## src/rtl/game_pkg.sv

```systemverilog
// Shared types and constants for the player/game blocks.
package game_pkg;

  typedef enum logic [1:0] {
    GROUND,
    RISE,
    HANG,
    FALL
  } jump_state_t;

  typedef logic [1:0] lane_t;

  localparam lane_t LANE_LEFT   = 2'd0;
  localparam lane_t LANE_CENTER = 2'd1;
  localparam lane_t LANE_RIGHT  = 2'd2;

endpackage

```

## src/rtl/debouncer.sv

```systemverilog
// Two-flop synchronizer followed by a stability counter. The debounced
// level only follows the synchronized button once it has disagreed with
// the current level for DEBOUNCE_CYCLES consecutive cycles.
module debouncer #(
  parameter int DEBOUNCE_CYCLES = 65000
) (
  input  logic clk_in,
  input  logic rst_n_in,
  input  logic btn_in,
  output logic level
);

  localparam int CW = $clog2(DEBOUNCE_CYCLES + 1);
  localparam logic [CW-1:0] CNT_MAX = CW'(DEBOUNCE_CYCLES);

  logic          sync_meta;
  logic          sync_out;
  logic [CW-1:0] stable_cnt;

  // Bring the asynchronous button into the clk_in domain.
  always_ff @(posedge clk_in or negedge rst_n_in) begin
    if (!rst_n_in) begin
      sync_meta <= 1'b0;
      sync_out  <= 1'b0;
    end else begin
      sync_meta <= btn_in;
      sync_out  <= sync_meta;
    end
  end

  // Count how long the synchronized value has differed from the level; any return to the level restarts the count.
  always_ff @(posedge clk_in or negedge rst_n_in) begin
    if (!rst_n_in) begin
      stable_cnt <= '0;
      level      <= 1'b0;
    end else if (sync_out == level) begin
      stable_cnt <= '0;
    end else if (stable_cnt == CNT_MAX) begin
      level      <= sync_out;
      stable_cnt <= '0;
    end else begin
      stable_cnt <= stable_cnt + 1'b1;
    end
  end

endmodule

```

## src/rtl/player_ctrl.sv

```systemverilog
// Player front end: debounced buttons, lane selection and the frame-stepped
// jump arc that feed gamefsm and the renderer.
module player_ctrl #(
  parameter int DEBOUNCE_CYCLES = 65000,
  parameter int JUMP_HEIGHT     = 48,
  parameter int RISE_STEP       = 4,
  parameter int HANG_FRAMES     = 6
) (
  input  logic       clk_in,
  input  logic       rst_n_in,
  input  logic       btn_left_in,
  input  logic       btn_right_in,
  input  logic       btn_jump_in,
  input  logic       frame_tick,
  input  logic       playing,
  input  logic       reset_game,
  output logic       jump,
  output logic [1:0] lane,
  output logic       airborne,
  output logic [6:0] height
);

  import game_pkg::*;

  localparam logic [6:0] STEP = 7'(RISE_STEP);
  localparam logic [6:0] APEX = 7'(JUMP_HEIGHT);
  localparam int HW = (HANG_FRAMES > 1) ? $clog2(HANG_FRAMES + 1) : 1;
  localparam logic [HW-1:0] HANG_LOAD = HW'(HANG_FRAMES - 1);

  logic          left_level;
  logic          right_level;
  logic          jump_level;
  logic [2:0]    level_prev;
  logic          left_rise;
  logic          right_rise;
  logic          jump_rise;

  jump_state_t   state;
  jump_state_t   state_next;
  logic [6:0]    height_next;
  logic [6:0]    height_up;
  logic [6:0]    height_down;
  logic [HW-1:0] hang_cnt;
  logic [HW-1:0] hang_next;

  debouncer #(.DEBOUNCE_CYCLES(DEBOUNCE_CYCLES)) u_left (
    .clk_in   (clk_in),
    .rst_n_in (rst_n_in),
    .btn_in   (btn_left_in),
    .level    (left_level)
  );

  debouncer #(.DEBOUNCE_CYCLES(DEBOUNCE_CYCLES)) u_right (
    .clk_in   (clk_in),
    .rst_n_in (rst_n_in),
    .btn_in   (btn_right_in),
    .level    (right_level)
  );

  debouncer #(.DEBOUNCE_CYCLES(DEBOUNCE_CYCLES)) u_jump (
    .clk_in   (clk_in),
    .rst_n_in (rst_n_in),
    .btn_in   (btn_jump_in),
    .level    (jump_level)
  );

  // Remember last cycle's debounced levels so 0->1 transitions give one-cycle pulses.
  always_ff @(posedge clk_in or negedge rst_n_in) begin
    if (!rst_n_in) begin
      level_prev <= 3'b000;
    end else begin
      level_prev <= {jump_level, right_level, left_level};
    end
  end

  assign left_rise  = left_level  & ~level_prev[0];
  assign right_rise = right_level & ~level_prev[1];
  assign jump_rise  = jump_level  & ~level_prev[2];

  assign height_up   = height + STEP;
  assign height_down = height - STEP;

  // Lane moves one step per edge while playing, clamped to 0..2; simultaneous left and right cancel.
  always_ff @(posedge clk_in or negedge rst_n_in) begin
    if (!rst_n_in) begin
      lane <= LANE_CENTER;
    end else if (reset_game) begin
      lane <= LANE_CENTER;
    end else if (playing && left_rise && !right_rise && (lane != LANE_LEFT)) begin
      lane <= lane - 2'd1;
    end else if (playing && right_rise && !left_rise && (lane != LANE_RIGHT)) begin
      lane <= lane + 2'd1;
    end
  end

  // Jump arc registers.
  always_ff @(posedge clk_in or negedge rst_n_in) begin
    if (!rst_n_in) begin
      state    <= GROUND;
      height   <= 7'd0;
      hang_cnt <= '0;
    end else begin
      state    <= state_next;
      height   <= height_next;
      hang_cnt <= hang_next;
    end
  end

  // Jump arc next state: start from GROUND on a jump edge, then step once per frame tick.
  always_comb begin
    state_next  = state;
    height_next = height;
    hang_next   = hang_cnt;
    if (reset_game) begin
      state_next  = GROUND;
      height_next = 7'd0;
      hang_next   = '0;
    end else begin
      case (state)
        GROUND: begin
          if (playing && jump_rise) begin
            state_next = RISE;
          end
        end
        RISE: begin
          if (frame_tick) begin
            height_next = height_up;
            if (height_up == APEX) begin
              state_next = HANG;
              hang_next  = HANG_LOAD;
            end
          end
        end
        HANG: begin
          if (frame_tick) begin
            if (hang_cnt == '0) begin
              state_next = FALL;
            end else begin
              hang_next = hang_cnt - 1'b1;
            end
          end
        end
        FALL: begin
          if (frame_tick) begin
            height_next = height_down;
            if (height_down == 7'd0) begin
              state_next = GROUND;
            end
          end
        end
        default: begin
          state_next = GROUND;
        end
      endcase
    end
  end

  assign jump     = jump_level;
  assign airborne = (state != GROUND);

endmodule
```

## config.mk

```make
export PLATFORM = sky130hd
export DESIGN_NAME = player_ctrl
export DESIGN_NICKNAME = d
export VERILOG_FILES = /design/src/rtl/game_pkg.sv /design/src/rtl/debouncer.sv /design/src/rtl/player_ctrl.sv
export SDC_FILE = /design/constraint.sdc
export NUM_CORES = 1
export LEC_CHECK = 0
export ABC_AREA = 0
export CAP_MARGIN = 25
export CORE_MARGIN = 2
export CORE_UTILIZATION = 44
export CTS_CLUSTER_SIZE = 40
export DETAILED_ROUTE_END_ITERATION = 6
export GPL_TIMING_DRIVEN = 1
export PLACE_DENSITY_LB_ADDON = 0.3
export SETUP_SLACK_MARGIN = 0.02
export SYNTH_ARGS = -nofsm -noshare
export SYNTH_HDL_FRONTEND = slang
export SYNTH_SLANG_ARGS = --single-unit
```

## constraint.sdc

```tcl
create_clock -name clk_in -period 1.5 [get_ports clk_in]
set_input_delay 0.45 -clock clk_in [delete_from_list [all_inputs] [get_ports clk_in]]
set_output_delay 0.45 -clock clk_in [all_outputs]
set_load 0.01 [all_outputs]
```

== Word level (Yosys, flattened, before mapping) ==
Cells that the tools add are included.
Storage, ports and cells
  register bits after elaboration: 74
  input bits: 8
  output and inout bits: 11
  word-level logic and storage cells: 104
Cells by class
  $add $sub $neg: 8
  equal/unequal tests: 19
  muxes and demuxes: 28
  bitwise logic cells: 9
  reduce and logical (&&, ||, !) cells: 23
Operator list (number)
  two-way mux 16 bit: 6
  adder 16 x 1 -> 16 bit (second input constant): 3
  equality test 16 bit (second input constant): 3
  != test 3 bit (second input constant): 8
  two-way mux 2 bit: 11
  two-way mux 7 bit: 3
  two-way mux 3 bit: 5
  case mux 7 bit (2 select lines): 1
  nonzero test 3 bit: 3
  case mux 2 bit (4 select lines): 1
  adder 7 x 3 -> 7 bit (second input constant): 1
  equality test 7 x 6 -> 1 bit (second input constant): 1
  logical AND 1 bit: 7
  zero test 7 bit: 1
  AND reduction 7 bit: 1
  subtractor 7 x 3 -> 7 bit (second input constant): 1
  NOT 1 bit: 6
  case mux 3 bit (2 select lines): 1
  AND reduction 2 bit: 3
  AND reduction 5 bit: 1
  equality test 2 bit (second input constant): 2
  nonzero test 2 bit: 2
  AND 1 bit: 3
  equality test 1 bit: 3
  9 further kinds: 10

== Longest topological paths before layout ==
Gate-level depths: netlist of the first run.
  depth in word-level cells: 8
  mapped depth: 9
  depth with buffers taken out: 7

== Hierarchy ==
Synthesis of the first run repeated with hierarchy kept, for this count alone.
Unflattened totals
  cell total of the unflattened synthesis: 377
  area, all modules: 3858.7 um^2
By module, submodules not included
  debouncer (u_jump ...): times used 2, cells each 88, area an instance 923.4 um^2, sequential area each 475.5 um^2
  player_ctrl: times used 1, cells each 113, area an instance 1084.8 um^2, sequential area each 376.6 um^2
  debouncer (u_left): times used 1, cells each 88, area an instance 927.1 um^2, sequential area each 475.5 um^2

== Worst setup path after synthesis of the first run ==
No wires, ideal clock.
  kind: flip-flop to flip-flop
  from: register height[2]
  to: register state[0]
  library setup time: 79 ps
  data arrival time: 1614 ps
  data required time: 1421 ps
  setup slack: -193 ps
  stages on the path, launching flop included: 7
  buffers on the path: 0
  clock period less this slack: 1693 ps
  path through: dfrtp_1 -> inv_1 -> ha_1 -> nor4b_1 -> nand3_1 -> a31oi_1 -> mux2i_1
Between the ends
  word-level cells in the longest chain between the ends: 4
  elaborated cells on any way between the ends: 7
  classes of those cells: add/sub: 2; eq/ne: 3; reduce/logical: 2
Ends and longest elaborated chain
  start, declared: RTL line player_ctrl.sv:20  | output logic [6:0] height
  start signal, assigned: RTL line player_ctrl.sv:104  | height <= height_next;
  adder 7 x 3 -> 7 bit or subtractor 7 x 3 -> 7 bit (tied branches): RTL line player_ctrl.sv:80, player_ctrl.sv:81
  equality test 7 x 6 -> 1 bit or zero test 7 bit (tied branches): RTL line player_ctrl.sv:128, player_ctrl.sv:146
  != test 3 bit (no line)
  AND reduction 7 bit (no line) (*)
  end signal, assigned: RTL line player_ctrl.sv:103  | state <= state_next;
  end, declared: RTL line player_ctrl.sv:38  | jump_state_t state;
Mark *: on every way between the ends. The rest lies on a longest branch, timed or not.
A chain may end at the register's enable or synchronous reset.

== Final worst setup path of the first run ==
Ends and elaborated chain as after synthesis.

==> impl_metrics.yaml, run 1 <==
run_status:
  status: "complete, but fails checks"
  violations: "negative setup slack"
power:
  powerDensity_nw_per_um2: 702
  ir_drop_mv: 0.675
  p_leak_nw: 2.39
  total_power_w: 0.00381
cts:
  cts_sinks: 72
  cts_buffer_depth: 2
  clkTransAtPathRegs_ps: 90
  cts-root-buf: "clkbuf_8"
  tritoncts: "done"
  worstSkewPairLatency_ps: 350
  htreeDepth: 3
  cts_inserted_buffers: 9
synthesis:
  synth-seq-cells: 72
  synth_warnings: 0
  synthArstFlopShare_pct: 100
  syn_area_per_cell_um2: 10.3
  synth.distinct_cells: 50
  ys.flop_type: "dfrtp_1"
  synth_edf_count: 0
  post_synth_instance_area_um2: 3770
  synthCells: 366
  seq_area_frac_synth_pct: 47.9
worst_setup_path:
  critPathMaxFanout: 4
  crit_type: "flop to flop"
  startpoint_type: "flop"
  crit_arrival_ps: 1980
  crit_required_ps: 1760
  reg2reg_depth: 7
  worstReg2RegStart: "height[2]"
  end_kind: "flop"
  r2r_setup_slack_ps: -210
  critical_path.reg2reg.endpoint: "state[0]"
detailed_routing:
  ant_nets: 0
  first_pass_iters: 6
  viasPerCell: 5.16
  post_drt_wl_per_cell_um: 14.8
  drt-total-wl_um: 8640
  vias: 3007
  drt_iter0_markers: 90
  drcViolationCount: 0
sta:
  fin_crit_ps: 1710
  fmax_ghz: 0.584
  slew_violations: 0
  rsz0062_at_grt: "true"
  setup_viol: 44
  fin_crit_sh_pct: 114
  setup_slack_ps: -213
  hold_viol: 0
  finalClockSkew_ps: 16.2
layout:
  final_cells: 583
  area_growth_pct: 44.1
  drive_gt1_share_pct: 43.3
  multiInputGateArea_um2: 2220
  seq_area_um2: 1810
  nFillCells: 628
  diodes: 0
  finalNetCount: 497
floorplan:
  row_count: 33
  die_area_um2: 9320
  die_x_um: 96.5
  initial_core_util_pct: 45.6
  die_h_um: 96.5
  core_um2: 8260
  ios: 19
global_route:
  grt_pass1_vias: 3042
  grt_max_degree: 25
  grt_pass1_wl_um: 13400
  antenna_found_initial: 0
  grt-ovfl-total: 0
  grt_usage_pct: 18.5
placement:
  place_inst: 537
  portBuffers: 16
  hpwl_um: 5150
  gp_congestion: 0.833
hold_path:
  whs_path_depth: 0
  hold_path_class: "flop to flop"
  min_from: "u_jump.sync_meta"
  hold_path_end: "u_jump.sync_out"
run:
  cap_violations: 0
[report_power, final]
part	total, W	leakage (nW)	internal, W	switching, W
logic	0.000268	1.32	0.000125	0.000143
registers	0.00199	0.973	0.00197	0.0000202
clock network	0.00156	0.0964	0.000785	0.000772
[flip-flops by register name, indices dropped and copies added (netlist names)]
register,cells
level_prev,3
u_jump.stable_cnt,16
u_jump.sync_meta,1
u_jump.sync_out,1
state,2
u_right.level,1
u_left.level,1
u_right.sync_out,1
u_left.sync_meta,1
u_left.sync_out,1
hang_cnt,3
height,5
lane,2
u_right.sync_meta,1
u_jump.level,1
u_right.stable_cnt,16
u_left.stable_cnt,16
[layout make-up]
type,count,share of cell area [%]
inverter,17,1.27
timing repair buffer,109,18.3
sequential,72,33.3
clock inverter,7,1.48
clock buffer,9,2.28
tap,105,2.42
multi-input combinational,264,40.9
[worst max-delay path by stage]
stage                          startpoint  cells past startpoint  slack, ps                     end
finish                          height[2]                      7       -210                state[0]
global route         u_jump.stable_cnt[2]                      6       -240    u_jump.stable_cnt[6]
CTS                 u_right.stable_cnt[0]                      9       -110  u_right.stable_cnt[13]
detailed placement             frame_tick                      6       -410                state[1]
global placement               frame_tick                      6       -360                state[1]
floorplan           u_right.stable_cnt[7]                      7        -30   u_right.stable_cnt[6]
[cells in the final DEF, fill, tap and decap left out, types with 3 or more instances in the layout]
cell             count
a21oi_2              5
and2_4               3
and3_1              12
and3_4               5
buf_12               3
buf_4               72
buf_6               20
clkbuf_8             9
clkdlybuf4s15_1      4
clkdlybuf4s50_1      6
dfrtp_1             66
dfrtp_2              5
ha_1                 7
ha_4                 7
inv_1               11
inv_2                4
mux2i_1              3
nand2_1             13
nand2_2              7
nand2b_1             7
nand3_1             22
nand3_2              3
nand4_1              6
nor2_1              35
nor2_2               5
nor2_4              13
nor3_1               3
o21ai_0              7
or3_1                5
xnor2_1             11
xor2_1              32
[cell usage after synthesis (2+ instances only)]
cell | instances | share of area, %
dfrtp_1 | 71 | 47
nor2_1 | 43 | 4.3
xor2_1 | 34 | 7.9
nand3_1 | 23 | 3.1
nand2_1 | 21 | 2.1
inv_1 | 17 | 1.7
ha_1 | 16 | 5.3
and3_1 | 15 | 2.5
o21ai_0 | 11 | 1.5
xnor2_1 | 11 | 2.6
nand2b_1 | 8 | 1.3
nor2_4 | 8 | 2.4
a21oi_1 | 7 | 0.93
nand4_1 | 6 | 1.0
buf_4 | 5 | 1.0
or3_1 | 5 | 0.83
mux2i_1 | 4 | 1.1
nor2b_1 | 4 | 0.66
nor3_1 | 4 | 0.53
and2_1 | 3 | 0.50
buf_2 | 3 | 0.40
clkbuf_1 | 3 | 0.30
mux2_2 | 3 | 0.90
nor4b_1 | 3 | 0.70
nor4bb_1 | 3 | 0.80
a31oi_1 | 2 | 0.33
and2_4 | 2 | 0.47
and3_4 | 2 | 0.60
and4_4 | 2 | 0.60
buf_6 | 2 | 0.60
nand3_2 | 2 | 0.53
nand4b_1 | 2 | 0.47
nor2_2 | 2 | 0.33
o21bai_1 | 2 | 0.40
o22ai_1 | 2 | 0.33
[cell families (layout without fill, tap and decap cells)]
group | after synthesis | in the layout | share of synthesized area (%)
AO/OA/AOI/OAI | 31 | 31 | 5.11
buffers and inverters | 31 | 142 | 4.52
AND/OR/NAND/NOR | 163 | 163 | 24.7
adder cells (fa/ha/maj) | 16 | 16 | 5.31
flip-flops | 72 | 72 | 47.9
multiplexers | 7 | 7 | 1.96
other | 1 | 2 | 0.0995
XOR/XNOR | 45 | 45 | 10.5
[metrics by stage]
step	utilization, %	hold WS (ps)	area (µm²)	TNS, ps	setup WS (ps)
after floorplan	-	154	3800	-423	-31.4
after global placement	54.4	333	4490	-2260	-365
after detailed placement	54.4	334	4490	-2880	-410
after CTS	62.2	348	5140	-1970	-108
after global routing	65.7	357	5430	-8880	-245
final	65.7	340	5430	-5200	-213
[repair_timing]
action,in CTS,in global routing
endpoints found under the setup margin,67,67
cloned,1,0
resized for setup,87,56
buffers inserted,21,10
pin swaps,34,26
endpoints found under the hold margin,11,0
hold buffers,1,0
[layer usage]
metal	vias up	track usage [%]	share of wire [%]
met5	-	0	0
met2	44	32.9	52
met4	0	5.75	1.9
li1	1447	-	-
met3	17	4.97	2.7
met1	1499	21.7	43
[worst max-delay path, stage by stage (launching register included)]
cell and delay (ps):
dfrtp_2 390, buf_6 130, ha_4 130, nand4b_1 140
o21ai_2 230, o2111ai_2 200, a31oi_4 230, mux2i_1 200
Power figures use the tool's default switching activity.
==> inputs of run 2 (changes only) <==
==> constraint.sdc (replaced) <==
create_clock -name clk_in -period 1.5 [get_ports clk_in]
set_input_delay 0.15 -clock clk_in [delete_from_list [all_inputs] [get_ports clk_in]]
set_output_delay 0.15 -clock clk_in [all_outputs]
set_load 0.01 [all_outputs]
==> run 2 against run 1 <==
Against the previous run:
- combinational power up 7%
- global-route usage down 0.38 points
- largest cell class unchanged
- via count down 2.6%
- first-iteration DRC count down 1.1%
- total power up 8.3%
- core utilization down 3.6 points
- worst hold slack worse by 100 ps
- sequential cell count unchanged
- the run still ends with negative setup slack left
- wire length down 4.2%
- die area unchanged
- clock-buffer cell count unchanged
==> impl_metrics.yaml, run 2 (synthesis results as in run 1) <==
sta:
  fmax_ghz: 0.601
  setup_slack_ps: -163
  rsz0062_at_grt: "true"
  slew_violations: 0
  fin_worst_hold_slack_ps: 239
  setup_viol: 37
  slew_headroom_pct: 66.3
  hold_viol: 0
  fin_crit_sh_pct: 111
  tightestPinTransition_ps: 503
  finalClockSkew_ps: 9.80
  fin_crit_ps: 1660
floorplan:
  row_count: 33
  core_um2: 8260
  initial_core_util_pct: 45.6
  die_area_um2: 9320
  die_h_um: 96.5
  die_x_um: 96.5
  ios: 19
cts:
  cts_sinks: 72
  tritoncts: "done"
  cts-root-buf: "clkbuf_8"
  worstSkewPairLatency_ps: 350
  clkTransAtPathRegs_ps: 80
  htreeDepth: 3
  cts_buffer_depth: 2
  cts_inserted_buffers: 9
power:
  powerDensity_nw_per_um2: 804
  ir_drop_mv: 0.410
  p_leak_nw: 2.34
  total_power_w: 0.00413
layout:
  finalNetCount: 477
  drive_gt1_share_pct: 38.3
  final_cells: 562
  biggestRegsByFlops: "u_jump.stable_cnt (16), u_left.stable_cnt (16), u_right.stable_cnt (16)"
  final_core_util_pct: 62.1
  layout_commonest_cell: "dfrtp_1"
  diodes: 0
  final_cell_mix: "65 x dfrtp_1, 62 x buf_4, 34 x xor2_1"
  area_growth_pct: 36.2
  nFillCells: 662
worst_setup_path:
  path_buf_inv: 1
  max_stage_delay_ps: 450
  crit_arrival_ps: 1930
  startpoint_type: "flop"
  end_kind: "flop"
  setup.worst_path.end: "state[0]"
  crit_type: "flop to flop"
  r2r_setup_slack_ps: -160
  cp_top_family: "simple AND/OR/NAND/NOR gates"
  slowest_stage: "dfrtp_2"
  crit_required_ps: 1770
  critical_path.reg2reg.endpoint: "state[0]"
  critPathMaxFanout: 3
  crit_path_start: "height[3]"
  reg2reg_depth: 6
  cp_num_cells: 6
  worstPathCellList: "inv_2 > ha_1 > nor4bb_1 > nand2_1 > a31oi_4 > mux2i_1"
  worstReg2RegStart: "height[3]"
detailed_routing:
  viasPerCell: 5.21
  drt-total-wl_um: 8280
  drt_iter0_markers: 89
  ant_nets: 0
  vias: 2930
  drcViolationCount: 0
  post_drt_wl_per_cell_um: 14.7
  first_pass_iters: 5
global_route:
  antenna_found_initial: 0
  grt_pass1_vias: 2794
  grt_pass1_wl_um: 13000
  grt-ovfl-total: 0
  grt_max_degree: 33
  grt_usage_pct: 18.1
run:
  cap_violations: 0
placement:
  gp_congestion: 0.778
  dp_slack_ps: -109
  place_inst: 523
  hpwl_um: 4940
  portBuffers: 16
hold_path:
  hold_path_class: "input pin to flop"
run_status:
  violations: "negative setup slack"
  status: "complete, but fails checks"
-- run 2: power breakdown --
group | internal, W | total (W) | leakage [nW] | switching (W)
clock network | 0.00109 | 0.00185 | 0.119 | 0.000759
logic | 0.000131 | 0.000287 | 1.25 | 0.000156
registers | 0.00197 | 0.00199 | 0.971 | 0.0000213
-- run 2: repair_timing --
| action | 4_1_cts | 5_1_grt |
|---|---|---|
| hold endpoints to repair | 25 | 0 |
| resized for setup | 45 | 50 |
| cloned | 2 | 0 |
| setup buffers | 13 | 8 |
| pin swaps | 10 | 29 |
| endpoints found under the setup margin | 51 | 63 |
| hold buffers | 1 | 0 |
-- run 2: worst min-delay path by stage --
stage / slack (ps) / end / depth (start not counted) / start
2_1_floorplan: -150 / hang_cnt[0] / 0 / rst_n_in
3_3_place_gp: 100 / u_left.stable_cnt[12] / 1 / rst_n_in
3_5_place_dp: 110 / u_left.stable_cnt[11] / 1 / rst_n_in
4_1_cts: 230 / u_left.sync_meta / 1 / btn_left_in
5_1_grt: 240 / u_left.sync_meta / 1 / btn_left_in
6_report: 240 / u_left.sync_meta / 1 / btn_left_in
-- run 2: metrics by stage --
step	TNS, ps	cell area [µm²]
global placement	-127	4390
floorplan	-423	3800
detailed placement	-1630	4390
global route	-5460	5130
finish	-1020	5130
CTS	-1980	4880
-- run 2: layout make-up --
type / count / area [µm²] / share of cell area (%)
multi-input combinational: 264 / 2110 / 41.0
sequential: 72 / 1810 / 35.3
clock inverter: 6 / 109 / 2.12
inverter: 17 / 63.8 / 1.24
timing repair buffer: 89 / 787 / 15.3
tap: 105 / 131 / 2.56
clock buffer: 9 / 124 / 2.41
-- run 2: worst reg2reg max path, stage by stage, from the launching register on --
cell	delay (ps)
dfrtp_2	450
inv_2	90
ha_1	160
nor4bb_1	320
nand2_1	150
a31oi_4	190
mux2i_1	210
-- run 2: metal layers --
| metal | GRT usage (%) | routed length, µm | vias up |
|---|---|---|---|
| met5 | 0 | 0 | - |
| met4 | 7.39 | 193 | 0 |
| met3 | 3.96 | 249 | 22 |
| met2 | 30.3 | 4170 | 46 |
| met1 | 22.7 | 3670 | 1449 |
| li1 | - | - | 1413 |
==> inputs of run 3 (changes only) <==
--- a/config.mk
+++ b/config.mk
@@ -11,6 +11,7 @@
 export CORE_UTILIZATION = 44
 export CTS_CLUSTER_SIZE = 40
 export DETAILED_ROUTE_END_ITERATION = 6
+export GPL_ROUTABILITY_DRIVEN = 1
 export GPL_TIMING_DRIVEN = 1
 export PLACE_DENSITY_LB_ADDON = 0.3
 export SETUP_SLACK_MARGIN = 0.02
==> results of run 3 <==
No change in the layout: final DEF, timing and power equal those of run 2.
